File: config.mk
export PLATFORM = sky130hd
export DESIGN_NAME = pipelined_adder
export DESIGN_NICKNAME = d
export VERILOG_FILES = /design/src/rtl/arith_pkg.sv /design/src/rtl/adder_chunk.sv /design/src/rtl/full_adder.sv /design/src/rtl/pipelined_adder.sv
export SDC_FILE = /design/constraint.sdc
export NUM_CORES = 1
export LEC_CHECK = 0
export ABC_AREA = 1
export BUFFER_PORTS_ARGS = -buffer_cell sky130_fd_sc_hd__buf_2
export CAP_MARGIN = 15
export CORE_MARGIN = 1
export CORE_UTILIZATION = 55
export CTS_BUF_LIST = sky130_fd_sc_hd__clkbuf_4
export DETAILED_ROUTE_END_ITERATION = 8
export GPL_TIMING_DRIVEN = 1
export PLACE_DENSITY = 0.77
export SLEW_MARGIN = 20
export SYNTH_ARGS = -nofsm -noshare
export SYNTH_HDL_FRONTEND = slang
export SYNTH_HIERARCHICAL = 1
export SYNTH_SLANG_ARGS = --single-unit
File: constraint.sdc
create_clock -name clk -period 7.67 [get_ports clk]
set_input_delay 0.767 -clock clk [delete_from_list [all_inputs] [get_ports clk]]
set_output_delay 0.767 -clock clk [all_outputs]
set_load 0.1 [all_outputs]
File: src/rtl/arith_pkg.sv
// Shared arithmetic definitions: chunk-width helper, the per-stage control
// record carried down the adder pipeline, and the subtract-mode encoding.
package arith_pkg;

    // Value of the 'sub' input that selects A - B - cin.
    localparam logic SUB_MODE = 1'b1;

    // Width of one pipeline chunk when 'width' bits are split over 'stages'.
    function automatic int chunk_width(input int width, input int stages);
        return width / stages;
    endfunction

    // Per-stage record: beat valid, carry out of the chunk just added, and
    // the operand sign bits needed for the overflow flag at the end.
    // The result-so-far and remaining operand chunks change width from stage
    // to stage, so they are held beside this record in each stage.
    typedef struct packed {
        logic valid;
        logic carry;
        logic a_msb;
        logic bx_msb;
    } stage_ctrl_t;

endpackage

File: src/rtl/adder_chunk.sv
// Combinational CW-bit ripple-carry adder built from FullAdder cells.
module adder_chunk #(
    parameter int CW = 8
) (
    input  logic [CW-1:0] a,
    input  logic [CW-1:0] b,
    input  logic          cin,
    output logic [CW-1:0] sum,
    output logic          cout
);
    // Each bit keeps its own carry net so the chain is a plain ripple.
    for (genvar gi = 0; gi < CW; gi++) begin : g_bit
        logic ci;
        logic co;

        if (gi == 0) begin : g_ci
            assign ci = cin;
        end else begin : g_ci
            assign ci = g_bit[gi-1].co;
        end

        FullAdder u_fa (
            .a  (a[gi]),
            .b  (b[gi]),
            .ci (ci),
            .s  (sum[gi]),
            .co (co)
        );
    end

    assign cout = g_bit[CW-1].co;
endmodule

File: src/rtl/full_adder.sv
// Single-bit full adder primitive.
module FullAdder (
    input  logic a,
    input  logic b,
    input  logic ci,
    output logic s,
    output logic co
);
    assign s  = a ^ b ^ ci;
    assign co = (a & b) | (ci & (a ^ b));
endmodule

File: src/rtl/pipelined_adder.sv
// Pipelined ripple-carry adder/subtractor with valid/ready on both sides.
// WIDTH is cut into STAGES chunks; chunk k is added in stage k and the carry
// is registered between stages. Optional 'zero' output is enabled by the
// macro PIPELINED_ADDER_ZERO_FLAG_EN.
module pipelined_adder
    import arith_pkg::*;
#(
    parameter int WIDTH  = 32,
    parameter int STAGES = 4
) (
    input  logic             clk,
    input  logic             rst_n,
    input  logic             in_valid,
    output logic             in_ready,
    input  logic [WIDTH-1:0] a,
    input  logic [WIDTH-1:0] b,
    input  logic             cin,
    input  logic             sub,
    output logic             out_valid,
    input  logic             out_ready,
    output logic [WIDTH-1:0] sum,
    output logic             cout,
    output logic             ovf
`ifdef PIPELINED_ADDER_ZERO_FLAG_EN
    ,
    output logic             zero
`endif
);
    localparam int CW = chunk_width(WIDTH, STAGES);

    // Subtraction is A + ~B + ~cin: invert B here and the carry-in below.
    logic             sub_en;
    logic [WIDTH-1:0] bx_in;
    assign sub_en = (sub == SUB_MODE);
    assign bx_in  = b ^ {WIDTH{sub_en}};

    for (genvar gi = 0; gi < STAGES; gi++) begin : g_stage
        // Operand bits still to be added, with chunk gi in the low CW bits.
        localparam int UPW = WIDTH - gi * CW;

        logic [UPW-1:0]        src_a_up;
        logic [UPW-1:0]        src_bx_up;
        stage_ctrl_t           src_ctrl;
        logic [(gi+1)*CW-1:0]  next_res;
        logic [CW-1:0]         chunk_sum;
        logic                  chunk_cout;
        logic                  advance;
        logic                  load;
        stage_ctrl_t           ctrl_reg;
        logic [(gi+1)*CW-1:0]  res_reg;

        if (gi == 0) begin : g_src
            assign src_a_up        = a;
            assign src_bx_up       = bx_in;
            assign src_ctrl.valid  = in_valid;
            assign src_ctrl.carry  = cin ^ sub_en;
            assign src_ctrl.a_msb  = a[WIDTH-1];
            assign src_ctrl.bx_msb = bx_in[WIDTH-1];
            assign next_res        = chunk_sum;
        end else begin : g_src
            assign src_a_up  = g_stage[gi-1].g_up.a_up_reg;
            assign src_bx_up = g_stage[gi-1].g_up.bx_up_reg;
            assign src_ctrl  = g_stage[gi-1].ctrl_reg;
            assign next_res  = {chunk_sum, g_stage[gi-1].res_reg};
        end

        adder_chunk #(.CW(CW)) u_chunk (
            .a    (src_a_up[CW-1:0]),
            .b    (src_bx_up[CW-1:0]),
            .cin  (src_ctrl.carry),
            .sum  (chunk_sum),
            .cout (chunk_cout)
        );

        // A stage may move on when the next one is empty or itself moving;
        // the last stage moves when downstream takes the result.
        if (gi == STAGES - 1) begin : g_adv
            assign advance = out_ready;
        end else begin : g_adv
            assign advance = g_stage[gi+1].load;
        end
        assign load = !ctrl_reg.valid || advance;

        // Stage register: take the upstream beat (or bubble) when the slot frees up.
        always_ff @(posedge clk or negedge rst_n) begin
            if (!rst_n) begin
                ctrl_reg <= '0;
                res_reg  <= '0;
            end else if (load) begin
                ctrl_reg.valid <= src_ctrl.valid;
                if (src_ctrl.valid) begin
                    ctrl_reg.carry  <= chunk_cout;
                    ctrl_reg.a_msb  <= src_ctrl.a_msb;
                    ctrl_reg.bx_msb <= src_ctrl.bx_msb;
                    res_reg         <= next_res;
                end
            end
        end

        if (gi < STAGES - 1) begin : g_up
            logic [UPW-CW-1:0] a_up_reg;
            logic [UPW-CW-1:0] bx_up_reg;

            // Carry the not-yet-added operand chunks forward with the beat.
            always_ff @(posedge clk or negedge rst_n) begin
                if (!rst_n) begin
                    a_up_reg  <= '0;
                    bx_up_reg <= '0;
                end else if (load && src_ctrl.valid) begin
                    a_up_reg  <= src_a_up[UPW-1:CW];
                    bx_up_reg <= src_bx_up[UPW-1:CW];
                end
            end
        end

`ifdef PIPELINED_ADDER_ZERO_FLAG_EN
        logic src_zero;
        logic zero_reg;

        if (gi == 0) begin : g_zsrc
            assign src_zero = 1'b1;
        end else begin : g_zsrc
            assign src_zero = g_stage[gi-1].zero_reg;
        end

        // Accumulate "all result chunks so far are zero" alongside the beat.
        always_ff @(posedge clk or negedge rst_n) begin
            if (!rst_n) begin
                zero_reg <= 1'b0;
            end else if (load && src_ctrl.valid) begin
                zero_reg <= src_zero & ~(|chunk_sum);
            end
        end
`endif
    end

    assign in_ready  = g_stage[0].load;
    assign out_valid = g_stage[STAGES-1].ctrl_reg.valid;
    assign sum       = g_stage[STAGES-1].res_reg;
    assign cout      = g_stage[STAGES-1].ctrl_reg.carry;
    assign ovf       = (g_stage[STAGES-1].ctrl_reg.a_msb == g_stage[STAGES-1].ctrl_reg.bx_msb) &&
                       (sum[WIDTH-1] != g_stage[STAGES-1].ctrl_reg.a_msb);

`ifdef PIPELINED_ADDER_ZERO_FLAG_EN
    assign zero = g_stage[STAGES-1].zero_reg && out_valid;
`endif

endmodule

==> results of run 1 <==
[power breakdown]
group	internal, mW	total (mW)	switching (mW)
sequential	1.33	1.56	0.222
combinational	0.388	1.63	1.25
clock	0.296	0.614	0.318
[per-stage QoR]
stage	total power, mW	utilization, %	std cells
2_1_floorplan	2.900	-	846
3_3_place_gp	3.172	59.79	1084
3_5_place_dp	3.219	59.79	1084
4_1_cts	3.827	62.14	1116
5_1_grt	4.072	62.22	1117
6_report	3.803	62.22	1117
[synth_stat cells (all sizes together)]
master	count	area, um^2
clkbuf	9	35.03
fa	32	640.6
buf	47	285.3
a21oi	27	135.1
nor2	29	116.4
o21ai	25	125.1
dfrtp	186	4654
nand2	297	1130
nand4	1	21.27
nand3	132	673.2
inv	28	105.1
xor2	33	289.0
[cell type report]
class	count	area, um^2	area share, %
diodes	1	2.502	0.02767
clock buffers	19	142.6	1.577
clock inverters	13	198.9	2.200
inverters	28	105.1	1.162
multi-input cells	576	3136	34.68
flip-flops and latches	186	4654	51.47
well taps	184	230.2	2.546
repair buffers	110	573.1	6.337
[worst paths after layout]
path | startpoint | cells after the start | to
worst min-delay path | rst_n | 1 | sum[12]
min in group clk | a[12] | 3 | g_stage[0].g_up.a_up_reg[4]
worst min register to register | sum[26] | 2 | sum[26]
worst max-delay path | sub | 13 | g_stage[0].res_reg[7]
worst max register to register | g_stage[0].g_up.a_up_reg[0] | 10 | g_stage[1].res_reg[15]
max in group asynchronous | rst_n | 2 | g_stage[1].g_up.bx_up_reg[8]
[critical path, cell delays in order]
cell     delay (ps)
buf_2            70
buf_4           420
xor2_1          160
fa_1            430
fa_1            390
fa_1            390
fa_1            430
fa_1            410
fa_1            420
fa_1            390
fa_1            490
nand3_1          70
nand2_1         110
[logic make-up after synthesis]
group	count (synthesis)	synth area share (%)
AOI/OAI and AO/OA	52	3.170
xor gates and xnor gates	33	3.520
adders and majority gates	32	7.802
buffers and inverters	84	5.181
DFF	186	56.69
and+or+nand+nor	459	23.64
[layer usage]
metal,vias up,global-route usage [%],part of all wire (%)
li1,2833,-,-
met1,2699,35.66,51
met2,146,27.73,42
met3,19,4.579,5.5
met4,0,7.292,1.3
met5,-,0,0
==> flow_summary.yaml, run 1 <==
run_status:
  outcome: "completed"
logic_synthesis:
  syn-num-nets: 948
  synth_seq_cells: 186
  ys_warn_count: 6
  yosysUniqueCellTypes: 20
  ys_seq_area_share_pct: 56.69
  synth.avg_cell_area_um2: 9.705
  syn-cell-area_um2: 8210
  synth_cells: 846
grt:
  grt_use_total_pct: 21.58
  grt.overflow.total: 0
  grt_pass1_vias: 5184
  grt_max_degree: 104
  antenna_found_initial: 1
  grt_pass1_wl_um: 25470
die:
  core_um2: 14530
  die_w_um: 124.2
  dieArea_um2: 15420
  ios: 106
  dieHeight_um: 124.2
  num_rows: 44
  initial_core_util_pct: 56.49
sta:
  rsz0062_at_grt: "false"
  finClkSkew_ps: 15.55
  setup_violations: 0
  fmax_ghz: 0.2239
  fin_crit_ps: 4466
  hold_viol: 0
  slew_headroom_pct: 31.09
  holdWs_ps: 258.5
  min_period_over_period_pct: 58.22
  fin_tns_setup_ps: 0
  tightest_slew_ps: 1034
  layout_setup_ws_ps: 3204
  slew_violations: 0
power:
  p_leak_nw: 4.809
  p_per_area_nw_per_um2: 420.6
  peakVddDrop_mv: 0.1947
setup_path:
  path_class: "input pin to register"
  required_ps: 8170
  worstPathArrival_ps: 4960
  critPathLaunchType: "input pin"
  rrSetupSlack_ps: 3650
  crit_fanout: 33
  cp-end-kind: "register"
cts:
  cts_setup_buffers: 0
  cts.htree.levels: 4
  clk_path_buf_depth: 2
  clkTransAtPathRegs_ps: 140
  postCtsHoldBufs: 0
  numCtsBuffers: 17
  numClockSinks: 186
  cts-resized-gates: 0
  cts_tree: "done"
  cts_root_buf: "clkbuf_4"
  insertion_delay_ps: 570
cells_and_area:
  final_area_um2: 9042
  syn2layout_area_growth_pct: 10.13
  final_cell_mix: "nand2_1 (293), dfrtp_1 (186), nand3_1 (131), buf_2 (104), xor2_1 (33)"
  fill_cells: 1255
  final_common_cell: "nand2_1"
  nets: 1021
  largest_reg_flops: 48
  layout-drive-gt1-share_pct: 15.67
route:
  dr.pass1.iters: 5
  wl_per_cell_um: 13.53
  via_per_inst: 5.100
  vias: 5697
  antenna_left: 0
  drcViolationCount: 0
  drt-initial-drc-count: 469
  wirelength_um: 15110
placed_design:
  place_area_um2: 8690
  port_buffers: 105
  place_worst_setup_slack_ps: 2626
  place_congestion: 0.7917
  hpwl_um: 10080
min_path:
  hold_class: "input pin to async pin"
run:
  cap_violations: 0
Note: power is estimated with default switching activity, not from simulation.
==> inputs of run 2 (changes only) <==
--- a/config.mk
+++ b/config.mk
@@ -5,15 +5,15 @@
 export SDC_FILE = /design/constraint.sdc
 export NUM_CORES = 1
 export LEC_CHECK = 0
-export ABC_AREA = 1
+export ABC_AREA = 0
 export BUFFER_PORTS_ARGS = -buffer_cell sky130_fd_sc_hd__buf_2
 export CAP_MARGIN = 15
 export CORE_MARGIN = 1
-export CORE_UTILIZATION = 55
+export CORE_UTILIZATION = 54
 export CTS_BUF_LIST = sky130_fd_sc_hd__clkbuf_4
 export DETAILED_ROUTE_END_ITERATION = 8
 export GPL_TIMING_DRIVEN = 1
-export PLACE_DENSITY = 0.77
+export PLACE_DENSITY = 0.79
 export SLEW_MARGIN = 20
 export SYNTH_ARGS = -nofsm -noshare
 export SYNTH_HDL_FRONTEND = slang
==> constraint.sdc (replaced) <==
create_clock -name clk -period 3.9 [get_ports clk]
set_input_delay 0.39 -clock clk [delete_from_list [all_inputs] [get_ports clk]]
set_output_delay 0.39 -clock clk [all_outputs]
set_load 0.1 [all_outputs]
==> run 2 against run 1 <==
  * Cell area up 2.1%
  * Via count down 28%
  * Global-route usage down 2.2 points
  * Synthesized cell count down 44%
  * Sequential power up 97%
  * Largest power group unchanged
  * Wire length down 12%
  * Sequential cell count unchanged
  * Core utilization up 1.6 points
  * Critical path depth down 4
  * Setup slack worse by 3100 ps
==> flow_summary.yaml, run 2 <==
run_status:
  outcome: "completed"
cells_and_area:
  seq_area_um2: 4654
  fill_cells: 1062
  stdcell_count: 795
  nets: 699
  final_area_um2: 9236
  final_util_pct: 63.79
  final_common_cell: "dfrtp_1"
  final_cell_mix: "dfrtp_1 (186), mux2_2 (151), buf_2 (104), xor2_1 (32), mux2_4 (31)"
  layout-drive-gt1-share_pct: 58.36
  syn2layout_area_growth_pct: 15.67
  largest_reg_flops: 48
  multi_input_area_um2: 3286
logic_synthesis:
  syn-cell-area_um2: 7985
  synth_seq_cells: 186
  synth_edf_count: 0
  ys_seq_area_share_pct: 58.29
  ys_top_cells_by_area: "dfrtp_1 (58%), mux2_2 (21%), fa_1 (8.0%), mux2_4 (5.6%), xor2_1 (3.6%)"
  yosysMostFrequentCell: "dfrtp_1"
  syn-num-nets: 574
  ys_warn_count: 6
  ys_top_cells_by_count: "dfrtp_1 (186), mux2_2 (152), xor2_1 (33), fa_1 (32), mux2_4 (30)"
  synthFlopType: "dfrtp_1"
  async_flop_share_pct: 100.0
  synth.avg_cell_area_um2: 16.92
  yosysTopAreaCellShare_pct: 58.29
  yosysUniqueCellTypes: 17
  yosysTopAreaCell: "dfrtp_1"
  synth_cells: 472
placed_design:
  port_buffers: 105
  place_congestion: 0.7629
  dpl.cell_count: 747
  hpwl_um: 8867
  place_worst_setup_slack_ps: -173.4
  place_area_um2: 8730
setup_path:
  path_buf_inv: 0
  slowest_stage: "fa_1"
  worstPathArrival_ps: 4270
  path_class: "register to register"
  path_cells: "fa_1, fa_2, fa_2, fa_2, fa_2, fa_2, fa_1, fa_1, mux2_2"
  required_ps: 4350
  cp-end-kind: "register"
  crit_fanout: 2
  crit_top_cell: "fa_2"
  crit_family: "adder cells"
  slowest_delay_ps: 450
  critPathLaunchType: "register"
power:
  switchingPower_mw: 3.088
  total_power_mw: 7.345
  pwr-share-seq_pct: 41.9
  peakVddDrop_mv: 0.3997
  pwr-share-comb_pct: 42.8
  p_per_area_nw_per_um2: 795.2
  clockPowerShare_pct: 15.3
  switching_share_pct: 42.04
  power.internal_mw: 4.257
  p_leak_nw: 4.114
die:
  dieArea_um2: 15280
  num_rows: 44
  initial_core_util_pct: 55.15
  ios: 106
  dieHeight_um: 123.6
  die_w_um: 123.6
  core_um2: 14480
route:
  antenna_left: 0
  drt-initial-drc-count: 152
  via_per_inst: 5.194
  dr.pass1.iters: 4
  wirelength_um: 13300
  wl_per_cell_um: 16.72
  drcViolationCount: 0
  vias: 4129
sta:
  finClkSkew_ps: 16.07
  fmax_ghz: 0.2616
  setup_violations: 0
  slew_violations: 0
  slew_headroom_pct: 33.61
  fin_crit_ps: 3823
  min_period_over_period_pct: 98.03
  fin_tns_setup_ps: 0
  holdWs_ps: 52.74
  layout_setup_ws_ps: 76.70
  hold_viol: 0
  tightest_slew_ps: 992.3
cts:
  numClockSinks: 186
  clkTransAtPathRegs_ps: 140
  cts_root_buf: "clkbuf_4"
  insertion_delay_ps: 560
  cts_tree: "done"
  numCtsBuffers: 17
  clk_path_buf_depth: 2
  cts.htree.levels: 4
grt:
  grt_max_degree: 126
  antenna_found_initial: 1
  grt_pass1_vias: 4393
  grt_use_total_pct: 19.37
  grt.overflow.total: 0
  grt_pass1_wl_um: 21710
min_path:
  hold_class: "input pin to register"
run:
  cap_violations: 0
## run 2: changes by cell type after synthesis, moves of 6 or more
cell      before  now
nand3_1      131    0
nand2_1      293    6
inv_1         28    0
buf_1         10    0
buf_4         10    2
buf_2         21   15
o21ai_0       25    1
nor2_1        28    1
a21oi_1       27    0
mux2_2         0  152
clkbuf_1       8    1
mux2_4         0   30
## run 2: final timing paths
| path | endpoint | slack [ps] | cells after the start | start |
|---|---|---|---|---|
| worst max-delay path | g_stage[2].res_reg[23] | 80 | 9 | g_stage[1].g_up.a_up_reg[0] |
| worst min-delay path | g_stage[0].g_up.a_up_reg[22] | 50 | 2 | a[30] |
| worst max register to register | g_stage[2].res_reg[23] | 80 | 9 | g_stage[1].g_up.a_up_reg[0] |
| worst min register to register | g_stage[2].g_up.bx_up_reg[0] | 510 | 1 | g_stage[1].g_up.bx_up_reg[8] |
| max in group asynchronous | sum[12] | 2470 | 3 | rst_n |
| min in group asynchronous | g_stage[0].g_up.a_up_reg[19] | 530 | 2 | rst_n |
## run 2: area by class of cell
cell class                      count  area share, %
Antenna cell                        1        0.02709
Clock buffer                       17          1.382
Clock inverter                     15          1.964
Multi-Input combinational cell    264          35.57
Sequential cell                   186          50.39
Tap cell                          184          2.493
Timing Repair Buffer              128          8.169
## run 2: logic make-up (layout without fill, tap and decap cells)
group	Yosys count	in the layout	synth area share, %
flip-flops	186	186	58.29
multiplexers	182	182	27.08
XOR/XNOR	33	33	3.620
adder cells (fa/ha/maj)	32	32	8.023
buffers and inverters	22	160	1.739
AND/OR/NAND/NOR	15	15	1.050
AO/OA/AOI/OAI	2	2	0.2036
other	0	1	0
## run 2: power by group through the flow
stage	Clock [mW]	Combinational [mW]	Sequential, mW
after global routing	1.24	3.38	3.18
after floorplan	0	1.26	4.29
final	1.12	3.14	3.08
after CTS	1.16	3.16	3.09
after global placement	0	3.06	3.07
after detailed placement	0	3.12	3.13
## run 2: routing by layer
| layer | share of wire [%] | track usage (%) |
|---|---|---|
| met1 | 45 | 26.11 |
| met2 | 49 | 30.42 |
| met3 | 3.8 | 4.441 |
| met4 | 2.1 | 8.208 |
| met5 | 0 | 0 |
## run 2: worst reg2reg max path: cells and delay by family, from the launching register on
family	cells	cell delay (ps)
adder cells (fa/ha/maj)	8	3030
flip-flops	1	430
multiplexers	1	270
## run 2: what timing repair did
item / CTS / global route
gates resized for setup: 11 / 6
pin swaps: 0 / 3
endpoints found under the hold margin: 50 / 10
endpoints found under the setup margin: 6 / 6
cloned: 0 / 0
buffers inserted: 1 / 0
hold buffers: 4 / 10
==> inputs of run 3 (changes only) <==
--- a/config.mk
+++ b/config.mk
@@ -6,7 +6,7 @@
 export NUM_CORES = 1
 export LEC_CHECK = 0
 export ABC_AREA = 0
-export BUFFER_PORTS_ARGS = -buffer_cell sky130_fd_sc_hd__buf_2
+export BUFFER_PORTS_ARGS = -buffer_cell sky130_fd_sc_hd__buf_4
 export CAP_MARGIN = 15
 export CORE_MARGIN = 1
 export CORE_UTILIZATION = 54
==> run 3 against run 2 <==
  * Critical path depth unchanged
  * Wire length up 1.9%
  * Critical endpoint unchanged
  * Total power up 0.20%
  * Sequential share of layout area down 0.87 points
  * Via count about the same
  * Register-to-register slack better by 30 ps
  * Non-clock buffer count down 5
  * Critical path type unchanged
  * Clock-buffer cell count up 3
  * Global-route usage up 0.57 points
==> flow_summary.yaml, run 3 (synthesized netlist as in run 2, its figures left out) <==
grt:
  grt.overflow.total: 0
  grt_max_degree: 120
  grt_use_total_pct: 19.94
  grt_pass1_wl_um: 22360
  antenna_found_initial: 1
  grt_pass1_vias: 4452
setup_path:
  cp-end-kind: "register"
  worstPathArrival_ps: 4260
  worstReg2RegEnd: "g_stage[2].res_reg[23]"
  path_cells: "fa_1, fa_2, fa_2, fa_2, fa_2, fa_1, fa_2, fa_1, mux2_2"
  slowest_delay_ps: 440
  r2r_start: "g_stage[1].g_up.a_up_reg[0]"
  rrSetupSlack_ps: 100
  slowest_stage: "fa_1"
  crit_top_cell: "fa_2"
  crit_family: "adder cells"
  critPathLaunchType: "register"
  r2r_cells: 9
  required_ps: 4360
  path_class: "register to register"
  crit_fanout: 2
  path_buf_inv: 0
sta:
  hold_viol: 0
  min_period_over_period_pct: 97.37
  finClkSkew_ps: 18.45
  slew_headroom_pct: 34.48
  tightest_slew_ps: 979.4
  slew_violations: 0
  setup_violations: 0
  fmax_ghz: 0.2633
  rsz0062_at_grt: "false"
  fin_crit_ps: 3797
power:
  pwr-share-seq_pct: 42.0
  peakVddDrop_mv: 0.3608
  p_leak_nw: 4.165
  switchingPower_mw: 3.081
  switching_share_pct: 41.87
  pwr-share-comb_pct: 44.6
  power.internal_mw: 4.278
  p_per_area_nw_per_um2: 783.1
  clockPowerShare_pct: 13.3
cts:
  cts_root_buf: "clkbuf_4"
  numClockSinks: 186
  insertion_delay_ps: 570
  cts_tree: "done"
  cts_setup_buffers: 0
  clk_path_buf_depth: 2
  cts.htree.levels: 4
  numCtsBuffers: 17
  clkTransAtPathRegs_ps: 130
run_status:
  outcome: "completed"
cells_and_area:
  final_util_pct: 64.91
  nets: 694
  syn2layout_area_growth_pct: 17.69
  final_area_um2: 9398
  final_common_cell: "dfrtp_1"
  layout-drive-gt1-share_pct: 58.28
  largest_reg_flops: 48
  final_cell_mix: "dfrtp_1 (186), mux2_2 (151), buf_4 (110), xor2_1 (32), mux2_4 (31)"
  fill_cells: 1050
  stdcell_count: 789
route:
  wl_met2_um: 7060
  wl_met1_um: 5774
  drt-initial-drc-count: 174
  dr.pass1.iters: 4
  via_per_inst: 5.234
  wl_per_cell_um: 17.17
  wl_met3_um: 511
  wirelength_um: 13550
  drcViolationCount: 0
  vias: 4130
  highest_layer: "met4"
  antenna_left: 0
placed_design:
  dpl.cell_count: 746
  hpwl_um: 8920
  place_congestion: 0.7113
  port_buffers: 105
  place_area_um2: 8982
min_path:
  whs_endpoint: "g_stage[0].g_up.a_up_reg[13]"
  hp-start: "a[21]"
  hold_class: "input pin to register"
  holdPathStages: 2
die:
  ios: 106
  dieArea_um2: 15280
  num_rows: 44
  initial_core_util_pct: 55.15
  dieHeight_um: 123.6
  die_w_um: 123.6
  core_um2: 14480
run:
  cap_violations: 0
-- run 3: timing repair --
item,CTS,global route
endpoints found under the setup margin,6,4
resized for setup,14,3
pin swaps,3,1
hold buffers,4,7
hold endpoints to repair,121,7
-- run 3: stage by stage --
step           hold slack [ps]  total power, mW  setup WS (ps)  setup TNS, ps
2_1_floorplan            94.41            5.558         -101.7         -121.9
3_3_place_gp             480.8            6.280         -124.0         -393.9
3_5_place_dp             488.0            6.420         -192.1         -781.2
4_1_cts                  5.525            7.451          25.45              0
5_1_grt                  2.012            7.823          2.286              0
6_report                 54.86            7.359          102.6              0
-- run 3: cell type report --
class                           count  area, um^2  area share (%)
Antenna cell                        1       2.502         0.02663
Clock buffer                       20       150.1           1.598
Clock inverter                     11       105.1           1.118
Multi-Input combinational cell    264        3286           34.96
Sequential cell                   186        4654           49.53
Tap cell                          184       230.2           2.450
Timing Repair Buffer              123       969.7           10.32
-- run 3: worst max-delay path by stage --
stage                                start                endpoint  slack [ps]  depth (start not counted)
6_report       g_stage[1].g_up.a_up_reg[0]  g_stage[2].res_reg[23]         100                          9
5_1_grt             g_stage[2].ctrl_reg[2]                 sum[31]           2                          9
4_1_cts        g_stage[0].g_up.a_up_reg[0]  g_stage[1].res_reg[15]          30                          9
3_5_place_dp   g_stage[2].g_up.a_up_reg[0]                 sum[31]        -190                          9
3_3_place_gp   g_stage[2].g_up.a_up_reg[0]                 sum[31]        -120                          9
2_1_floorplan                          sub   g_stage[0].res_reg[7]        -100                         12
-- run 3: power groups by stage --
stage	Clock [mW]	Sequential, mW	Combinational [mW]
floorplan	0	4.29	1.26
global placement	0	3.08	3.20
detailed placement	0	3.14	3.28
CTS	1.02	3.10	3.33
global route	1.10	3.20	3.52
finish	0.982	3.09	3.28
-- run 3: worst register-to-register path, cell delays in order, from the launching register on --
cell and delay, ps:
dfrtp_1 420, fa_1 440, fa_2 350, fa_2 350, fa_2 350, fa_2 360, fa_1 390, fa_2 350
fa_1 430, mux2_2 270
-- run 3: routing by layer --
layer,vias to the layer above,track usage [%]
li1,1858,-
met1,2171,25.71
met2,86,32.99
met3,15,4.853
met4,0,7.078
met5,-,0
